`config.mk`:
```
export PLATFORM = sky130hd
export DESIGN_NAME = tile_energy_accumulator
export DESIGN_NICKNAME = d
export VERILOG_FILES = /design/src/rtl/tile_energy_accumulator.sv
export SDC_FILE = /design/constraint.sdc
export NUM_CORES = 2
export LEC_CHECK = 0
export CAP_MARGIN = 20
export CORE_MARGIN = 3
export CORE_UTILIZATION = 25
export DETAILED_ROUTE_END_ITERATION = 16
export PLACE_DENSITY = 0.44
export SETUP_SLACK_MARGIN = 0.3
export SLEW_MARGIN = 40
export SYNTH_ARGS = -nofsm -noshare
export SYNTH_HDL_FRONTEND = slang
export SYNTH_SLANG_ARGS = --single-unit
```
`constraint.sdc`:
```
create_clock -name clk -period 27.2 [get_ports clk]
set_input_delay 4.08 -clock clk [delete_from_list [all_inputs] [get_ports clk]]
set_output_delay 4.08 -clock clk [all_outputs]
set_load 0.01 [all_outputs]
```
`src/rtl/tile_energy_accumulator.sv`:
```
// Per-tile energy integrator: turns DVFS frequency and dynamic/leakage power
// telemetry into saturating picojoule accumulators via a serial cycle-time divider.
module tile_energy_accumulator #(
  parameter int FREQ_W = 16,
  parameter int PWR_W  = 16,
  parameter int ACC_W  = 64
) (
  input  logic              clk,
  input  logic              reset,
  input  logic              enable,
  input  logic              clear,
  input  logic [FREQ_W-1:0] freq_mhz,
  input  logic [PWR_W-1:0]  dyn_power_mw,
  input  logic [PWR_W-1:0]  leak_power_mw,
  output logic [19:0]       cycle_time_ps,
  output logic              ct_valid,
  output logic [ACC_W-1:0]  dynamic_energy_pj,
  output logic [ACC_W-1:0]  leakage_energy_pj,
  output logic [ACC_W-1:0]  energy_pj,
  output logic [31:0]       sample_count,
  output logic [31:0]       dropped_count,
  output logic              saturated
);

  localparam int CT_W   = 20;
  localparam int PROD_W = PWR_W + 1 + CT_W;
  localparam int SUM_W  = ((ACC_W > PROD_W) ? ACC_W : PROD_W) + 1;
  localparam logic [CT_W-1:0]  DIVIDEND = 20'd1_000_000;
  localparam logic [ACC_W-1:0] ACC_MAX  = '1;

  typedef enum logic {IDLE, DIV} state_t;

  function automatic logic [PROD_W-1:0] div1000(input logic [PROD_W-1:0] p);
    return p / PROD_W'(1000);
  endfunction

  // Returns {clamped, value}.
  function automatic logic [ACC_W:0] sat_add(input logic [ACC_W-1:0] acc,
                                             input logic [PROD_W-1:0] incr);
    logic [SUM_W-1:0] s;
    s = SUM_W'(acc) + SUM_W'(incr);
    if (s > SUM_W'(ACC_MAX)) return {1'b1, ACC_MAX};
    return {1'b0, s[ACC_W-1:0]};
  endfunction

  function automatic logic [31:0] sat_inc(input logic [31:0] c);
    return (c == '1) ? c : c + 32'd1;
  endfunction

  state_t            state_q, state_d;
  logic [FREQ_W-1:0] freq_q, freq_d;
  logic [CT_W-1:0]   ct_q, ct_d;
  logic              ctv_q, ctv_d;
  logic [FREQ_W-1:0] rem_q, rem_d;
  logic [CT_W-1:0]   dsh_q, dsh_d;
  logic [4:0]        iter_q, iter_d;

  logic              freq_zero, freq_chg;
  logic [FREQ_W:0]   trial;
  logic              ge;
  logic [FREQ_W-1:0] diff;

  assign freq_zero = (freq_mhz == '0);
  assign freq_chg  = !freq_zero && (freq_mhz != freq_q);

  // Restoring divide step; dsh_q shifts the dividend out and the quotient in.
  assign trial = {rem_q, dsh_q[CT_W-1]};
  assign ge    = (trial >= {1'b0, freq_q});
  assign diff  = trial[FREQ_W-1:0] - freq_q;

  always_comb begin
    state_d = state_q;
    freq_d  = freq_q;
    ct_d    = ct_q;
    ctv_d   = ctv_q;
    rem_d   = rem_q;
    dsh_d   = dsh_q;
    iter_d  = iter_q;
    if (freq_zero) begin
      state_d = IDLE;
      freq_d  = '0;
      ct_d    = '0;
      ctv_d   = 1'b1;
    end else if (freq_chg) begin
      state_d = DIV;
      freq_d  = freq_mhz;
      ctv_d   = 1'b0;
      rem_d   = '0;
      dsh_d   = DIVIDEND;
      iter_d  = '0;
    end else if (state_q == DIV) begin
      rem_d  = ge ? diff : trial[FREQ_W-1:0];
      dsh_d  = {dsh_q[CT_W-2:0], ge};
      iter_d = iter_q + 5'd1;
      if (iter_q == 5'd19) begin
        state_d = IDLE;
        ct_d    = {dsh_q[CT_W-2:0], ge};
        ctv_d   = 1'b1;
      end
    end
  end

  always_ff @(posedge clk) begin
    if (reset) begin
      state_q <= IDLE;
      freq_q  <= '0;
      ct_q    <= '0;
      ctv_q   <= 1'b1;
    end else begin
      state_q <= state_d;
      freq_q  <= freq_d;
      ct_q    <= ct_d;
      ctv_q   <= ctv_d;
    end
  end

  always_ff @(posedge clk) begin
    rem_q  <= rem_d;
    dsh_q  <= dsh_d;
    iter_q <= iter_d;
  end

  logic vld_p0, drop_p0, vld_p1;
  logic [PWR_W:0]    dyn_ext, leak_ext, sum_pw;
  logic [PROD_W-1:0] prod_dyn_p1, prod_leak_p1, prod_tot_p1;

  assign vld_p0   = enable && ctv_q && !clear && !freq_chg;
  assign drop_p0  = enable && !clear && (!ctv_q || freq_chg);
  assign dyn_ext  = {1'b0, dyn_power_mw};
  assign leak_ext = {1'b0, leak_power_mw};
  assign sum_pw   = dyn_ext + leak_ext;

  // S1: products against the currently registered cycle time.
  always_ff @(posedge clk) begin
    prod_dyn_p1  <= PROD_W'(dyn_ext) * PROD_W'(ct_q);
    prod_leak_p1 <= PROD_W'(leak_ext) * PROD_W'(ct_q);
    prod_tot_p1  <= PROD_W'(sum_pw) * PROD_W'(ct_q);
  end

  always_ff @(posedge clk) begin
    if (reset || clear) vld_p1 <= 1'b0;
    else                vld_p1 <= vld_p0;
  end

  logic [ACC_W-1:0] dyn_acc, leak_acc, tot_acc;
  logic [ACC_W:0]   dyn_sum, leak_sum, tot_sum;
  logic [31:0]      smp_cnt, drp_cnt;
  logic             sat_q;

  always_comb begin
    dyn_sum  = sat_add(dyn_acc, div1000(prod_dyn_p1));
    leak_sum = sat_add(leak_acc, div1000(prod_leak_p1));
    tot_sum  = sat_add(tot_acc, div1000(prod_tot_p1));
  end

  // S2: scale and accumulate; clear overrides any write landing this edge.
  always_ff @(posedge clk) begin
    if (reset || clear) begin
      dyn_acc  <= '0;
      leak_acc <= '0;
      tot_acc  <= '0;
      smp_cnt  <= '0;
      drp_cnt  <= '0;
      sat_q    <= 1'b0;
    end else begin
      if (vld_p1) begin
        dyn_acc  <= dyn_sum[ACC_W-1:0];
        leak_acc <= leak_sum[ACC_W-1:0];
        tot_acc  <= tot_sum[ACC_W-1:0];
        smp_cnt  <= sat_inc(smp_cnt);
        if (dyn_sum[ACC_W] || leak_sum[ACC_W] || tot_sum[ACC_W]) sat_q <= 1'b1;
      end
      if (drop_p0) drp_cnt <= sat_inc(drp_cnt);
    end
  end

  assign cycle_time_ps     = ct_q;
  assign ct_valid          = ctv_q;
  assign dynamic_energy_pj = dyn_acc;
  assign leakage_energy_pj = leak_acc;
  assign energy_pj         = tot_acc;
  assign sample_count      = smp_cnt;
  assign dropped_count     = drp_cnt;
  assign saturated         = sat_q;

endmodule

```
==> metrics.yaml <==
run_status:
  status: "finished, final reports clean"
clock_network:
  cts_max_path_buffers: 4
  numClockSinks: 440
  cts_tree: "built"
  clk_pin_slew_worst_paths_ns: 0.06
  cts_root_buf: "clkbuf_16"
  clk-insertion-delay-late_ns: 0.78
  cts_max_level: 3
  numCtsBuffers: 71
  holdBufCountCts: 0
worst_setup_path:
  critPathKind: "reg -> reg"
  cp-start-kind: "flop"
  crit_fanout: 12
  arrival_ns: 26.01
  critPathCaptureType: "flop"
  crit_top_cell: "o21bai_1"
  slowest_delay_ns: 0.58
  slowest_stage: "or4_4"
  crit_required_ns: 27.80
job:
  maxCapViolCount: 0
timing:
  min_period_ns: 25.41
  fin_crit_sh_pct: 93.4
  final_hold_viol_count: 0
  rsz0062_at_grt: "no"
  drv_slew: 0
  setup_tns_ns: 0
  tightest_slew_ns: 0.849
  slew_headroom_pct: 43.3
  fin_ws_ns: 1.79
  max_freq_ghz: 0.0394
  finalSetupViolations: 0
  fin_skew_ns: 0.0865
yosys:
  synth_top_family_by_area: "adder cells"
  synthAdderAreaFrac_pct: 28.3
  synth_cells: 9445
  syn-cell-area_mm2: 0.0752
  synth_compound_area_share_pct: 21.7
  synth_xor_area_share_pct: 5.91
  synth_flop_cell: "dfxtp_1"
  post_synth_mux_area_share_pct: 2.85
  syn_avg_cell_area_um2: 7.96
  synthDistinctLibCells: 171
  yosys_warnings: 0
  ys_seq_elements: 440
  synthArstFlopShare_pct: 0
  synthSimpleGateAreaFrac_pct: 20.4
  synth_edf_count: 41
  synth_fp_nets: 10700
  yosysSeqAreaShare_pct: 12.3
pwr:
  p_leak_uw: 0.0372
  p_sw_uw: 477
  power.total_uw: 1730
  power_density_mw_per_mm2: 19.5
  intPower_uw: 1250
  peakVddDrop_mv: 0.0347
  p_sw_share_pct: 27.7
  power.share.combinational_pct: 7.1
  pwr-share-seq_pct: 38.0
  clkPwrFrac_pct: 55.0
detailed_routing:
  routed_wl_um: 247000
  drt_iter0_markers: 4273
  drc_errors: 0
  wl_per_cell_um: 17.9
  ant_nets: 0
  via_per_inst: 5.01
  vias: 69100
  first_pass_iters: 6
layout:
  nNetsFinal: 11100
  final_core_util_pct: 29.8
  fin_cells: 13800
  drive_gt1_share_pct: 12.0
  syn2layout_area_growth_pct: 18.0
  mostFrequentLayoutCells: "nand2_1 (1136), inv_1 (1131), fa_1 (774)"
  layout_commonest_cell: "nand2_1"
die:
  initial_core_util_pct: 25.2
  dieHeight_um: 554
  core_area_mm2: 0.298
  pin_count: 330
  row_count: 200
  dieArea_mm2: 0.307
  die_x_um: 554
global_route:
  grt-ovfl-total: 0
  grt_pass1_vias: 68800
  grt_max_degree: 85
  grt.total_usage_pct: 15.5
  antenna_found_initial: 19
  grt_pass1_wl_um: 389000
placement:
  port-buffer-count: 329
  pre_cts_ws_ns: -0.427
  place_congestion: 0.844
  dp.cells: 13600
  dpl.hpwl_um: 188000
min_path:
  hp-class: "reg -> reg"
power by group through the flow:
stage               Combinational [µW]  Clock (µW)  Sequential, µW
finish                             122         949             655
CTS                                123         996             655
global route                       130        1020             655
floorplan                         58.2           0             669
detailed placement                 123           0             670
global placement                   120           0             670
stage by stage:
stage	hold slack (ns)	cell area (µm²)
2_1_floorplan	0.488	75200
3_3_place_gp	0.480	84200
3_5_place_dp	0.490	84200
4_1_cts	0.508	86700
5_1_grt	0.539	88700
6_report	0.509	88700
Yosys cell counts, drive strengths merged, types with 57 or more instances:
master | number | area, µm²
nand3 | 216 | 1100
o21ai | 391 | 1990
nor4 | 71 | 487
a31oi | 106 | 778
mux2 | 57 | 668
mux2i | 138 | 1450
and2 | 408 | 2560
clkbuf | 411 | 1540
a21o | 78 | 586
a21oi | 619 | 3220
or3 | 59 | 379
nor3 | 208 | 1090
dfxtp | 399 | 7990
inv | 1157 | 4350
ha | 444 | 5560
nand4 | 85 | 532
nand2 | 1147 | 4310
nand2b | 58 | 363
xnor2 | 355 | 3170
and3 | 116 | 731
xor2 | 143 | 1250
buf | 106 | 607
fa | 774 | 15500
o21a | 63 | 474
a211oi | 98 | 823
o211ai | 99 | 777
nor2 | 501 | 1900
or2 | 66 | 415
o21bai | 159 | 1190
worst paths after layout:
| kind | startpoint | end | cells past startpoint | slack, ns |
|---|---|---|---|---|
| worst min register to register | energy_pj[42]$_SDFFE_PP0P_ | energy_pj[42]$_SDFFE_PP0P_ | 1 | 0.51 |
| worst min-delay path | energy_pj[42]$_SDFFE_PP0P_ | energy_pj[42]$_SDFFE_PP0P_ | 1 | 0.51 |
| worst max register to register | prod_tot_p1[33]$_DFF_P_ | energy_pj[51]$_SDFFE_PP0P_ | 108 | 1.79 |
| worst max-delay path | prod_tot_p1[33]$_DFF_P_ | energy_pj[51]$_SDFFE_PP0P_ | 108 | 1.79 |
area by class of cell:
class                   count  area [µm²]
well taps                3939        4930
fillers                 31700      209000
flip-flops and latches    440        9290
repair buffers            787        6800
clock inverters            33         398
multi-input cells        7329       61000
diodes                     12        30.0
clock buffers              86        1900
inverters                1162        4370
per-layer routing:
metal,GRT usage (%),share of wire (%)
met1,20.9,46
met2,25.6,46
met3,2.46,4.9
met4,4.29,2.7
met5,0,0.0053
cells by family (layout without fill, tap and decap cells):
group | count (synthesis) | in the layout
xor+xnor | 499 | 499
buf+inv | 1679 | 2068
flops | 440 | 440
compound gates | 2279 | 2280
simple gates | 3114 | 3115
mux | 196 | 197
fa+ha+maj | 1238 | 1238
other cells | 0 | 12
critical path: cells and delay by family (launching register included):
kind	cells	cell delay (ns)
compound gates	61	12.60
simple gates	29	7.57
mux	8	2.45
buf+inv	7	1.31
fa+ha+maj	3	0.97
flops	1	0.37
state kept, by name, summed over array words and instances, names as in the netlist, 16 cells and up:
name and flops:
cycle_time_ps 20, prod_tot_p1 37, freq_q 16, sample_count 32
prod_dyn_p1 33, leakage_energy_pj 64, dynamic_energy_pj 64, rem_q 16
dsh_q 20, dropped_count 32, energy_pj 64, prod_leak_p1 33
repair_timing:
item | 4_1_cts | 5_1_grt
gates cloned | 0 | 3
setup buffers | 4 | 83
setup endpoints to repair | 118 | 193
pin swaps | 5 | 50
resized for setup | 32 | 276
No activity file was read; power rests on OpenSTA's default activity.
